<file path="src/rtl/mic_rx_stereo.sv">
// Deserialises CODEC ADC audio (LJ or I2S framing) into channel-tagged N-bit words behind a DEPTH-entry FIFO.
// First word visible N+1 (LJ) / N+2 (I2S) BCLK after the ADCLRC edge; capture never stalls, drops reported via overflow.
module mic_rx_stereo #(
  parameter int N        = 16,
  parameter int I2S_MODE = 0,
  parameter int STEREO   = 1,
  parameter int DEPTH    = 4
) (
  input  logic                   bclk,
  input  logic                   rst_n,
  input  logic                   adclrc,
  input  logic                   adcdat,
  input  logic                   out_ready,
  output logic                   out_valid,
  output logic [N-1:0]           out_data,
  output logic                   out_channel,
  output logic [$clog2(DEPTH):0] fill_level,
  output logic                   overflow,
  output logic                   frame_error,
  input  logic                   clear_flags
);

  localparam int AW = $clog2(DEPTH);
  localparam int CW = $clog2(N);

  typedef enum logic [1:0] {IDLE, DELAY, SHIFT} state_t;

  state_t         state_q, state_d;
  logic [CW-1:0]  cnt_q, cnt_d;
  logic [N-1:0]   sr_q, sr_d;
  logic           ch_q, ch_d;
  logic           adclrc_q;
  logic           pend_vld_q, pend_vld_d;
  logic [N-1:0]   pend_dat_q, pend_dat_d;
  logic           pend_ch_q, pend_ch_d;
  logic           rise, fall, edge_det, fe_set;

  logic [N:0]     mem_q [DEPTH];
  logic [AW-1:0]  wr_ptr_q, rd_ptr_q;
  logic [AW:0]    count_q;
  logic           full, push, pop, wr_en, ovf_set;
  logic           overflow_q, frame_error_q;

  assign rise     = adclrc & ~adclrc_q;
  assign fall     = ~adclrc & adclrc_q;
  // In mono mode right-channel edges neither start nor abort a word.
  assign edge_det = rise | (fall & (STEREO != 0));

  always_comb begin
    state_d    = state_q;
    cnt_d      = cnt_q;
    sr_d       = sr_q;
    ch_d       = ch_q;
    pend_vld_d = 1'b0;
    pend_dat_d = pend_dat_q;
    pend_ch_d  = pend_ch_q;
    fe_set     = 1'b0;
    if (edge_det) begin
      fe_set = (state_q != IDLE);
      ch_d   = fall;
      if (I2S_MODE != 0) begin
        state_d = DELAY;
        cnt_d   = '0;
      end else begin
        sr_d    = {sr_q[N-2:0], adcdat};
        cnt_d   = CW'(1);
        state_d = SHIFT;
      end
    end else begin
      case (state_q)
        DELAY: begin
          sr_d    = {sr_q[N-2:0], adcdat};
          cnt_d   = CW'(1);
          state_d = SHIFT;
        end
        SHIFT: begin
          sr_d = {sr_q[N-2:0], adcdat};
          if (cnt_q == CW'(N-1)) begin
            // Completed word is parked so a back-to-back edge can reuse sr_q.
            pend_vld_d = 1'b1;
            pend_dat_d = {sr_q[N-2:0], adcdat};
            pend_ch_d  = ch_q;
            state_d    = IDLE;
            cnt_d      = '0;
          end else begin
            cnt_d = cnt_q + 1'b1;
          end
        end
        default: ;
      endcase
    end
  end

  always_ff @(posedge bclk) begin
    if (!rst_n) begin
      state_q    <= IDLE;
      cnt_q      <= '0;
      sr_q       <= '0;
      ch_q       <= 1'b0;
      adclrc_q   <= adclrc;
      pend_vld_q <= 1'b0;
      pend_dat_q <= '0;
      pend_ch_q  <= 1'b0;
    end else begin
      state_q    <= state_d;
      cnt_q      <= cnt_d;
      sr_q       <= sr_d;
      ch_q       <= ch_d;
      adclrc_q   <= adclrc;
      pend_vld_q <= pend_vld_d;
      pend_dat_q <= pend_dat_d;
      pend_ch_q  <= pend_ch_d;
    end
  end

  assign full    = (count_q == (AW+1)'(DEPTH));
  assign push    = pend_vld_q;
  assign pop     = out_valid & out_ready;
  // A pop on the same edge frees the slot, so full+push+pop is not a drop.
  assign wr_en   = push & (~full | pop);
  assign ovf_set = push & full & ~pop;

  always_ff @(posedge bclk) begin
    if (!rst_n) begin
      for (int i = 0; i < DEPTH; i++) mem_q[i] <= '0;
      wr_ptr_q <= '0;
      rd_ptr_q <= '0;
      count_q  <= '0;
    end else begin
      if (wr_en) begin
        mem_q[wr_ptr_q] <= {pend_ch_q, pend_dat_q};
        wr_ptr_q        <= wr_ptr_q + 1'b1;
      end
      if (pop) rd_ptr_q <= rd_ptr_q + 1'b1;
      if (wr_en && !pop) count_q <= count_q + 1'b1;
      else if (!wr_en && pop) count_q <= count_q - 1'b1;
    end
  end

  always_ff @(posedge bclk) begin
    if (!rst_n) begin
      overflow_q    <= 1'b0;
      frame_error_q <= 1'b0;
    end else begin
      if (ovf_set) overflow_q <= 1'b1;
      else if (clear_flags) overflow_q <= 1'b0;
      if (fe_set) frame_error_q <= 1'b1;
      else if (clear_flags) frame_error_q <= 1'b0;
    end
  end

  assign out_valid                = (count_q != '0);
  assign {out_channel, out_data}  = mem_q[rd_ptr_q];
  assign fill_level               = count_q;
  assign overflow                 = overflow_q;
  assign frame_error              = frame_error_q;

endmodule

</file>
<file path="config.mk">
export PLATFORM = sky130hd
export DESIGN_NAME = mic_rx_stereo
export DESIGN_NICKNAME = d
export VERILOG_FILES = /design/src/rtl/mic_rx_stereo.sv
export SDC_FILE = /design/constraint.sdc
export NUM_CORES = 1
export LEC_CHECK = 0
export ABC_AREA = 1
export CAP_MARGIN = 20
export CORE_MARGIN = 2
export CORE_UTILIZATION = 59
export DETAILED_ROUTE_END_ITERATION = 6
export MAX_ROUTING_LAYER = met4
export PLACE_DENSITY = 0.79
export SYNTH_ARGS = -nofsm -noshare
export SYNTH_HDL_FRONTEND = slang
export SYNTH_SLANG_ARGS = --single-unit
</file>
<file path="constraint.sdc">
create_clock -name bclk -period 3.2 [get_ports bclk]
set_clock_uncertainty 0.1 [all_clocks]
set_input_delay 0.32 -clock bclk [delete_from_list [all_inputs] [get_ports bclk]]
set_output_delay 0.32 -clock bclk [all_outputs]
set_load 0.1 [all_outputs]
</file>
==> metrics.cfg <==
[power_and_ir_drop]
total_power_w = 0.00513
seqPwrFrac_pct = 34.9
p_int_w = 0.00331
power_density_nw_per_um2 = 848
switchingPower_w = 0.00182
combPwrFrac_pct = 26.9
clkPwrFrac_pct = 38.2
p_leak_nw = 2.15
swShare_pct = 35.5
irDropWorstVdd_uv = 533

[routing]
wirelength_um = 10700
met3WireLength_um = 546
highest_layer = met4
firstDrtPassIters = 5
vias = 3691
routedWlPerCell_um = 16.0
drt_iter0_markers = 227
wl_met1_um = 4610
vias_per_cell = 5.48
wl_met2_um = 5300
ant_nets = 0
drc = 0

[status]
status = finished clean

[sta]
fin_ws_ps = 523
finalHoldViolCount = 0
fin_crit_sh_pct = 83.7
relSlewSlack_pct = 35.4
min_period_ps = 2680
final_max_slew_viol_count = 0
setup_viol = 0
worst_slew_pin_slew_ps = 966
fmax_mhz = 374
holdWs_ps = 163
setup_tns_ps = 0
rsz0062_at_grt = false

[yosys]
yosys.area.top_type = edfxtp_1
yosysSeqAreaShare_pct = 59.0
synthTopCellsByArea = edfxtp_1, dfxtp_1, nor2_1
synth-xor-area-share_pct = 0.338
muxShareOfSynthArea_pct = 0
synth-compound-area-share_pct = 11.5
netlist-cell-type-count = 32
synth-adder-area-share_pct = 1.11
netlist.area_leader.share_pct = 39.4
synth_top_family_by_area = simple AND/OR/NAND/NOR gates
synth_fp_nets = 535
ys_ff_latch = 119
synthSimpleGateAreaFrac_pct = 20.7
synth_cells = 525
yosysWarnings = 0
synth.cell_area_um2 = 5190
syn_area_per_cell_um2 = 9.88

[worst_setup_path]
slowest_stage = dfxtp_1
path_class = register to output port
cp_max_fo = 18
worst-path-buf-inv = 2
critPathRequiredTime_ps = 2780
crit_arrival_ps = 2260
worstSetupEndpointType = output port
startpoint_type = register
path_cells = inv_1 > o21ai_0 > o22ai_1 > buf_4
slowest_delay_ps = 700
cp_top_family = flip-flops

[clock_tree]
cts_setup_buffers = 0
clock_sinks = 119
path_clk_slew_ps = 60
root_buffer = clkbuf_8
insertion_delay_ps = 530
htree_num_levels = 4
hold_buffers = 0
clockBufferDepth = 2
post_cts_resize_count = 0
cts-buffers-inserted = 17
cts_tree = yes

[run]
maxCapViolCount = 0

[final_layout]
layout-drive-gt1-share_pct = 23.5
n_antenna_cell = 0
fin_area_um2 = 6050
nets = 563
area_growth_pct = 16.6
fillers = 609

[placement]
dp_slack_ps = 956
finalWeightedCongestion = 0.845
place_hpwl_um = 6480
place_area_um2 = 5450
port_buffers = 28

[die]
core-area_um2 = 8640
die_h_um = 97.8
die_area_um2 = 9560
start_util_pct = 60.1
die_x_um = 97.8
design.portCount = 29
std_cell_rows = 34

[global_routing]
grt_pass1_wl_um = 17700
grt_overflow_total = 0
antenna_found_initial = 0
grt_max_degree = 44
track_usage_pct = 24.9
first_global_vias = 3542

[hold_path]
hold_class = input pin to register

==> cells in the mapped netlist <==
| cell type | n |
|---|---|
| nor3_2 | 9 |
| nor2_4 | 16 |
| xor2_1 | 2 |
| inv_1 | 34 |
| ha_1 | 3 |
| a21oi_1 | 18 |
| nor3b_1 | 1 |
| nor2_1 | 114 |
| buf_2 | 6 |
| nand4_1 | 1 |
| fa_1 | 1 |
| o22ai_1 | 17 |
| nor3_1 | 8 |
| nor2_2 | 14 |
| inv_2 | 24 |
| clkbuf_1 | 10 |
| nand3_1 | 4 |
| dfxtp_1 | 51 |
| o21ai_0 | 52 |
| buf_4 | 5 |
| o21ai_1 | 8 |
| nand3_4 | 1 |
| nand4_4 | 1 |
| a22oi_2 | 1 |
| a211oi_1 | 1 |
| nand2_1 | 37 |
| buf_8 | 1 |
| nand2_2 | 2 |
| a21oi_2 | 9 |
| nand2_4 | 2 |
| buf_6 | 4 |
| edfxtp_1 | 68 |
==> sequential cells by signal, summed over array words and instances (netlist names), named ones only <==
register,count
rd_ptr_q,2
wr_ptr_q,2
fill_level,3
pend_vld_q,1
state_q,1
ch_q,1
adclrc_q,1
cnt_q,4
frame_error,1
overflow,1
sr_q,15
pend_ch_q,1
pend_dat_q,16
mem_q,68
==> stage by stage <==
stage / instances / utilization (%)
final: 673 / 70.1
after global routing: 673 / 70.1
after CTS: 673 / 70.1
after detailed placement: 642 / 63.1
after global placement: 642 / 63.1
after floorplan: 525 / -
==> cell type report <==
type,instances,area [um^2],area share (%)
Clock buffer,19,422,6.97
Clock inverter,12,183,3.02
Inverter,58,218,3.60
Multi-Input combinational cell,322,1740,28.8
Sequential cell,119,3060,50.7
Tap cell,108,135,2.23
Timing Repair Buffer,35,285,4.72
==> worst paths after layout <==
path / to / startpoint / cells after the start / slack [ps]
min reg2reg: ch_q / ch_q / 2 / 350
min: adclrc_q / adclrc / 1 / 160
max: out_data[6] / register / 4 / 520
max reg2reg: fill_level[2] / fill_level[1] / 12 / 1230
==> placed cells by master (no fill, tap or decap), drive strengths merged <==
master / instances
a211oi: 1
a21oi: 27
a22oi: 1
buf: 26
bufinv: 5
clkbuf: 19
clkdlybuf4s50: 9
clkinv: 7
dfxtp: 51
edfxtp: 68
fa: 1
ha: 3
inv: 58
nand2: 41
nand3: 5
nand4: 2
nor2: 144
nor3: 17
nor3b: 1
o21ai: 60
o22ai: 17
xor2: 2
==> layer usage <==
layer,global-route usage [%],up-vias
met1,29.7,1749
li1,-,1807
met3,5.87,30
met2,40.3,105
met5,-,-
met4,11.4,0
==> power by group through the flow <==
stage / Clock, W / Combinational, W / Sequential [W]
2_1_floorplan: 0 / 0.00105 / 0.00189
3_3_place_gp: 0 / 0.00136 / 0.00181
3_5_place_dp: 0 / 0.00137 / 0.00182
4_1_cts: 0.00197 / 0.00138 / 0.00179
5_1_grt: 0.00204 / 0.00145 / 0.00180
6_report: 0.00196 / 0.00138 / 0.00179
==> worst register-to-register path, cell delays in order (launching register included) <==
cell and delay (ps):
dfxtp_1 370, nor2_4 160, nand2_1 90, nand2_1 130, ha_1 170, inv_1 70, fa_1 390, nor2_1 120
nor2_1 50, nand2_1 70, nand2_1 50, nand2_1 50, nor2_1 50
==> kinds of logic (layout without fill, tap and decap cells) <==
group,Yosys count,in the layout
simple gates,210,210
flops,119,119
buf+inv,84,124
compound gates,106,106
fa+ha+maj,4,4
xor+xnor,2,2
No activity file was read; power rests on OpenSTA's default activity.
